### src/rtl/fifo_drain_pkg.sv
// Shared types for the FIFO burst drain: FSM state encoding and the stats counter width.
package fifo_drain_pkg;

    typedef enum logic [1:0] {
        DRN_IDLE,
        DRN_HOLD,
        DRN_SEND
    } drn_state_t;

    localparam int BURST_CNT_W = 16;

endpackage

### src/rtl/fifo_burst_drain.sv
// Drains a show-ahead FIFO onto a valid/ready stream framed into bursts of up to BURST_LEN beats.
// Optional FIFO_DRAIN_STATS_EN adds a wrapping completed-burst counter on burst_cnt.
module fifo_burst_drain
    import fifo_drain_pkg::*;
#(
    parameter int DATA_WIDTH    = 32,
    parameter int BURST_LEN     = 16,
    parameter int FLUSH_TIMEOUT = 64
) (
    input  logic                   clk,
    input  logic                   rst,
    input  logic                   fifo_empty,
    input  logic [DATA_WIDTH-1:0]  fifo_rdata,
    output logic                   fifo_ren,
    input  logic                   flush,
    output logic                   m_valid,
    input  logic                   m_ready,
    output logic [DATA_WIDTH-1:0]  m_data,
`ifdef FIFO_DRAIN_STATS_EN
    output logic                   m_last,
    output logic [BURST_CNT_W-1:0] burst_cnt
`else
    output logic                   m_last
`endif
);

    localparam int BEAT_W = (BURST_LEN > 1) ? $clog2(BURST_LEN) : 1;
    localparam int IDLE_W = $clog2(FLUSH_TIMEOUT + 1);

    localparam logic [BEAT_W-1:0] LAST_BEAT  = BEAT_W'(BURST_LEN - 1);
    localparam logic [IDLE_W-1:0] IDLE_LIMIT = IDLE_W'(FLUSH_TIMEOUT - 1);
    localparam logic [IDLE_W-1:0] IDLE_MAX   = '1;

    drn_state_t            state;
    logic [DATA_WIDTH-1:0] hold_data;
    logic [BEAT_W-1:0]     beat_cnt;
    logic [IDLE_W-1:0]     idle_cnt;
    logic                  pop;

    // NOTE: every variable gets a default before the case so this block cannot infer a latch.
    always_comb begin
        pop = 1'b0;
        if (!rst && !fifo_empty) begin
            case (state)
                DRN_IDLE: pop = 1'b1;
                DRN_SEND: pop = m_ready;
                default:  pop = 1'b0;
            endcase
        end
    end

    assign fifo_ren = pop;

    // NOTE: sequential state uses non-blocking assignments so every register samples pre-edge values.
    always_ff @(posedge clk) begin
        if (rst) begin
            state     <= DRN_IDLE;
            hold_data <= '0;
            beat_cnt  <= '0;
            idle_cnt  <= '0;
            m_valid   <= 1'b0;
            m_data    <= '0;
            m_last    <= 1'b0;
        end else begin
            case (state)
                DRN_IDLE: begin
                    if (pop) begin
                        hold_data <= fifo_rdata;
                        idle_cnt  <= '0;
                        state     <= DRN_HOLD;
                    end
                end

                // The held word is only released once we know whether it ends the burst.
                DRN_HOLD: begin
                    if (beat_cnt == LAST_BEAT || flush) begin
                        m_valid <= 1'b1;
                        m_data  <= hold_data;
                        m_last  <= 1'b1;
                        state   <= DRN_SEND;
                    end else if (!fifo_empty) begin
                        m_valid <= 1'b1;
                        m_data  <= hold_data;
                        m_last  <= 1'b0;
                        state   <= DRN_SEND;
                    end else if (idle_cnt == IDLE_LIMIT) begin
                        m_valid <= 1'b1;
                        m_data  <= hold_data;
                        m_last  <= 1'b1;
                        state   <= DRN_SEND;
                    end else if (idle_cnt != IDLE_MAX) begin
                        idle_cnt <= idle_cnt + 1'b1;
                    end
                end

                DRN_SEND: begin
                    if (m_ready) begin
                        m_valid  <= 1'b0;
                        m_last   <= 1'b0;
                        beat_cnt <= m_last ? '0 : beat_cnt + 1'b1;
                        if (pop) begin
                            hold_data <= fifo_rdata;
                            idle_cnt  <= '0;
                            state     <= DRN_HOLD;
                        end else begin
                            state <= DRN_IDLE;
                        end
                    end
                end

                default: state <= DRN_IDLE;
            endcase
        end
    end

`ifdef FIFO_DRAIN_STATS_EN
    always_ff @(posedge clk) begin
        if (rst) begin
            burst_cnt <= '0;
        end else if (m_valid && m_ready && m_last) begin
            burst_cnt <= burst_cnt + 1'b1;
        end
    end
`endif

endmodule
### config.mk
export PLATFORM = sky130hd
export DESIGN_NAME = fifo_burst_drain
export DESIGN_NICKNAME = d
export VERILOG_FILES = /design/src/rtl/fifo_drain_pkg.sv /design/src/rtl/fifo_burst_drain.sv
export SDC_FILE = /design/constraint.sdc
export NUM_CORES = 1
export LEC_CHECK = 0
export CAP_MARGIN = 5
export CORE_MARGIN = 1.5
export CORE_UTILIZATION = 54
export DETAILED_ROUTE_END_ITERATION = 16
export PLACE_DENSITY_LB_ADDON = 0.25
export SLEW_MARGIN = 10
export SYNTH_ARGS = -nofsm -noshare
export SYNTH_HDL_FRONTEND = slang
export SYNTH_SLANG_ARGS = --single-unit
### constraint.sdc
create_clock -name clk -period 2.4 [get_ports clk]
set_input_delay 0.24 -clock clk [delete_from_list [all_inputs] [get_ports clk]]
set_output_delay 0.24 -clock clk [all_outputs]
set_load 0.02 [all_outputs]
==> flow_summary.ini <==
[logic_synthesis]
ys_seq_elements = 79
yosysSeqAreaShare = 0.490
syn_avg_cell_area_um2 = 9.69
synth_edf_count = 0
synthArstFlopShare = 0
syn_nets = 372
yosysTopAreaCell = dfxtp_1
synth_area_leaders = dfxtp_1 (49%), mux2_2 (10%), nand2b_1 (7.0%), nand3_1 (6.2%), nor2b_1 (6.0%)
synth.distinct_cells = 37
ys.flop_type = dfxtp_1
yosys_warnings = 0
syn_inst = 333
synth_top_area_frac = 0.490
netlist_area_mm2 = 0.00323

[floorplan]
start_util = 0.572
ios = 72
die-area_mm2 = 0.00645
fp.dieH_um = 80.3
chipWidth_um = 80.3
rows = 27
core_area_mm2 = 0.00564

[critical_path]
cp_slowest_cell = clkdlybuf4s50_1
r2r_slack_ns = 0.52
crit_cells = 5
required_ns = 2.16
endpoint_kind = primary output
critPathKind = in -> out
critical_path.max_fanout = 3
critPathLaunchType = input port
critPathBufInv = 4
cpPeakStageDelay_ns = 0.61
crit_chain = clkdlybuf4s50_1 -> inv_1 -> a2111o_2 -> inv_1 -> clkdlybuf4s50_1
critical-path-top-delay-family = buffers and inverters
reg2regPathDepth = 7
worst-endpoint-arrival_ns = 1.97

[pwr]
power_mw = 2.80
share_seq_of_total_power = 0.498
p_int_mw = 2.16
p_sw_frac = 0.230
power_frac_clock = 0.391
comb_power_share = 0.111
leakage_nw = 1.56
power_density_mw_per_mm2 = 666
peakVddDrop_uv = 503
p_sw_mw = 0.643

[global_route]
track_usage = 0.220
overflow = 0
antenna_found_initial = 0
grt_pass1_wl_um = 10900
grt_pass1_vias = 2407
grt_max_degree = 81

[layout]
diodes = 0
final_net_count = 438
areaGrowthSynthToFinish_pct = 30.1
layout-drive-gt1-share = 0.146

[cts]
htreeDepth = 3
cts_setup_buffers = 0
cts_made_buffers = 9
clockBufferDepth = 2
cts_tree = yes
insertion_delay_ns = 0.35
cts.clk_slew.worst_paths_ns = 0.07
ctsResizeCount = 0
cts-hold-fix-buffers = 0
clockRootBuffer = clkbuf_8
clock_sinks = 79

[detailed_routing]
ant_nets = 0
vias = 2549
via_per_inst = 5.36
drcViolationCount = 0
drt_first_pass_iters = 6
dr.first_iter.drc_count = 170
wl_per_cell_um = 14.2
drt-total-wl_um = 6750

[timing]
min_period_ns = 2.21
rsz0062_at_grt = no
finalSetupTns_ns = 0
tightest_slew_ns = 0.676
period_share = 0.920
timing.final.setup_violations = 0
skew_ns = 0.00972
maxSlewViolCount = 0
hold_violations = 0
relSlewSlack = 0.549
fmax_ghz = 0.453

[placed_design]
gp_congestion = 0.777
port_buffers = 71
hpwl_um = 4260

[run_status]
outcome = finished clean

[hold_path]
whs_path_depth = 4
hold_class = in -> reg

[run]
max_cap_viol_count = 0
==> synthesized netlist by cell type (all sizes together) (3+ instances only) <==
cell type,count
nor2b,31
nor3b,3
o21ai,31
nand3b,3
dfxtp,79
or3,3
buf,10
clkbuf,15
nand2,6
mux2i,6
a21oi,8
mux2,29
a31oi,5
nand2b,36
inv,5
nor2,4
nand3,40
==> power by group through the flow <==
stage | clock [mW] | sequential [mW] | combinational (mW)
final | 1.10 | 1.39 | 0.310
after global routing | 1.16 | 1.40 | 0.336
after CTS | 1.11 | 1.39 | 0.312
after detailed placement | 0 | 1.42 | 0.310
after global placement | 0 | 1.42 | 0.305
after floorplan | 0 | 1.44 | 0.167
==> sequential cells by signal, indices dropped and copies added, names as in the netlist <==
signal,cells
beat_cnt,4
hold_data,32
idle_cnt,7
m_data,32
m_last,1
m_valid,1
state,2
==> cell families (layout without fill, tap and decap cells) <==
family	count (synthesis)	in the layout	share of synthesized area
DFF	79	79	0.490
and+or+nand+nor	133	133	0.241
muxes	35	35	0.120
AOI/OAI and AO/OA	54	54	0.0992
buffers and inverters	30	101	0.0422
adders and majority gates	2	2	0.00775
==> area by class of cell <==
| cell class | count | area, um2 |
|---|---|---|
| flip-flops and latches | 79 | 1580 |
| clock buffers | 11 | 141 |
| repair buffers | 80 | 773 |
| fillers | 424 | 1440 |
| clock inverters | 5 | 81.3 |
| inverters | 5 | 18.8 |
| well taps | 72 | 90.1 |
| multi-input cells | 224 | 1510 |
==> routing by layer <==
layer | vias to the layer above | share of wire | GRT usage | wire length (um)
li1 | 1278 | - | - | -
met4 | 0 | 0.019 | 0.117 | 129
met5 | - | 0 | 0 | 0
met3 | 9 | 0.049 | 0.0523 | 333
met1 | 1203 | 0.46 | 0.268 | 3130
met2 | 59 | 0.47 | 0.359 | 3160
==> cell usage in the layout (no fill, tap or decap), types with 5 or more instances in the layout <==
cell              n
dfxtp_1          79
clkdlybuf4s50_1  70
nand3_1          40
nand2b_1         36
nor2b_1          30
mux2_2           29
o21ai_0          20
o21ai_1          11
clkbuf_8         10
buf_4             9
a21oi_1           8
nand2_1           6
mux2i_1           6
inv_1             5
==> per-stage QoR <==
stage           util  area, um2  instances  setup WS, ns  hold slack [ns]
6_report       0.745       4200        476         0.193            0.360
5_1_grt        0.745       4200        476         0.149            0.425
4_1_cts        0.745       4200        476         0.191            0.351
3_5_place_dp   0.705       3980        460         0.201            0.447
3_3_place_gp   0.705       3980        460         0.193            0.444
2_1_floorplan      -       3230        333         0.806            0.372
==> path summary, 6_finish.rpt <==
kind	from	endpoint
worst max-delay path	m_ready	fifo_ren
worst min-delay path	rst	idle_cnt[6]$_SDFFE_PP0P_
worst max register to register	beat_cnt[0]$_SDFFE_PP0N_	m_data[9]$_SDFFE_PP0P_
worst min register to register	m_valid$_SDFFE_PP0P_	m_valid$_SDFFE_PP0P_
==> tightest hold or removal path, stage by stage <==
cell and delay, ns:
buf_2 0.09, a2111o_2 0.11, inv_1 0.05, nor3b_1 0.16
(Power assumes the default switching activity.)
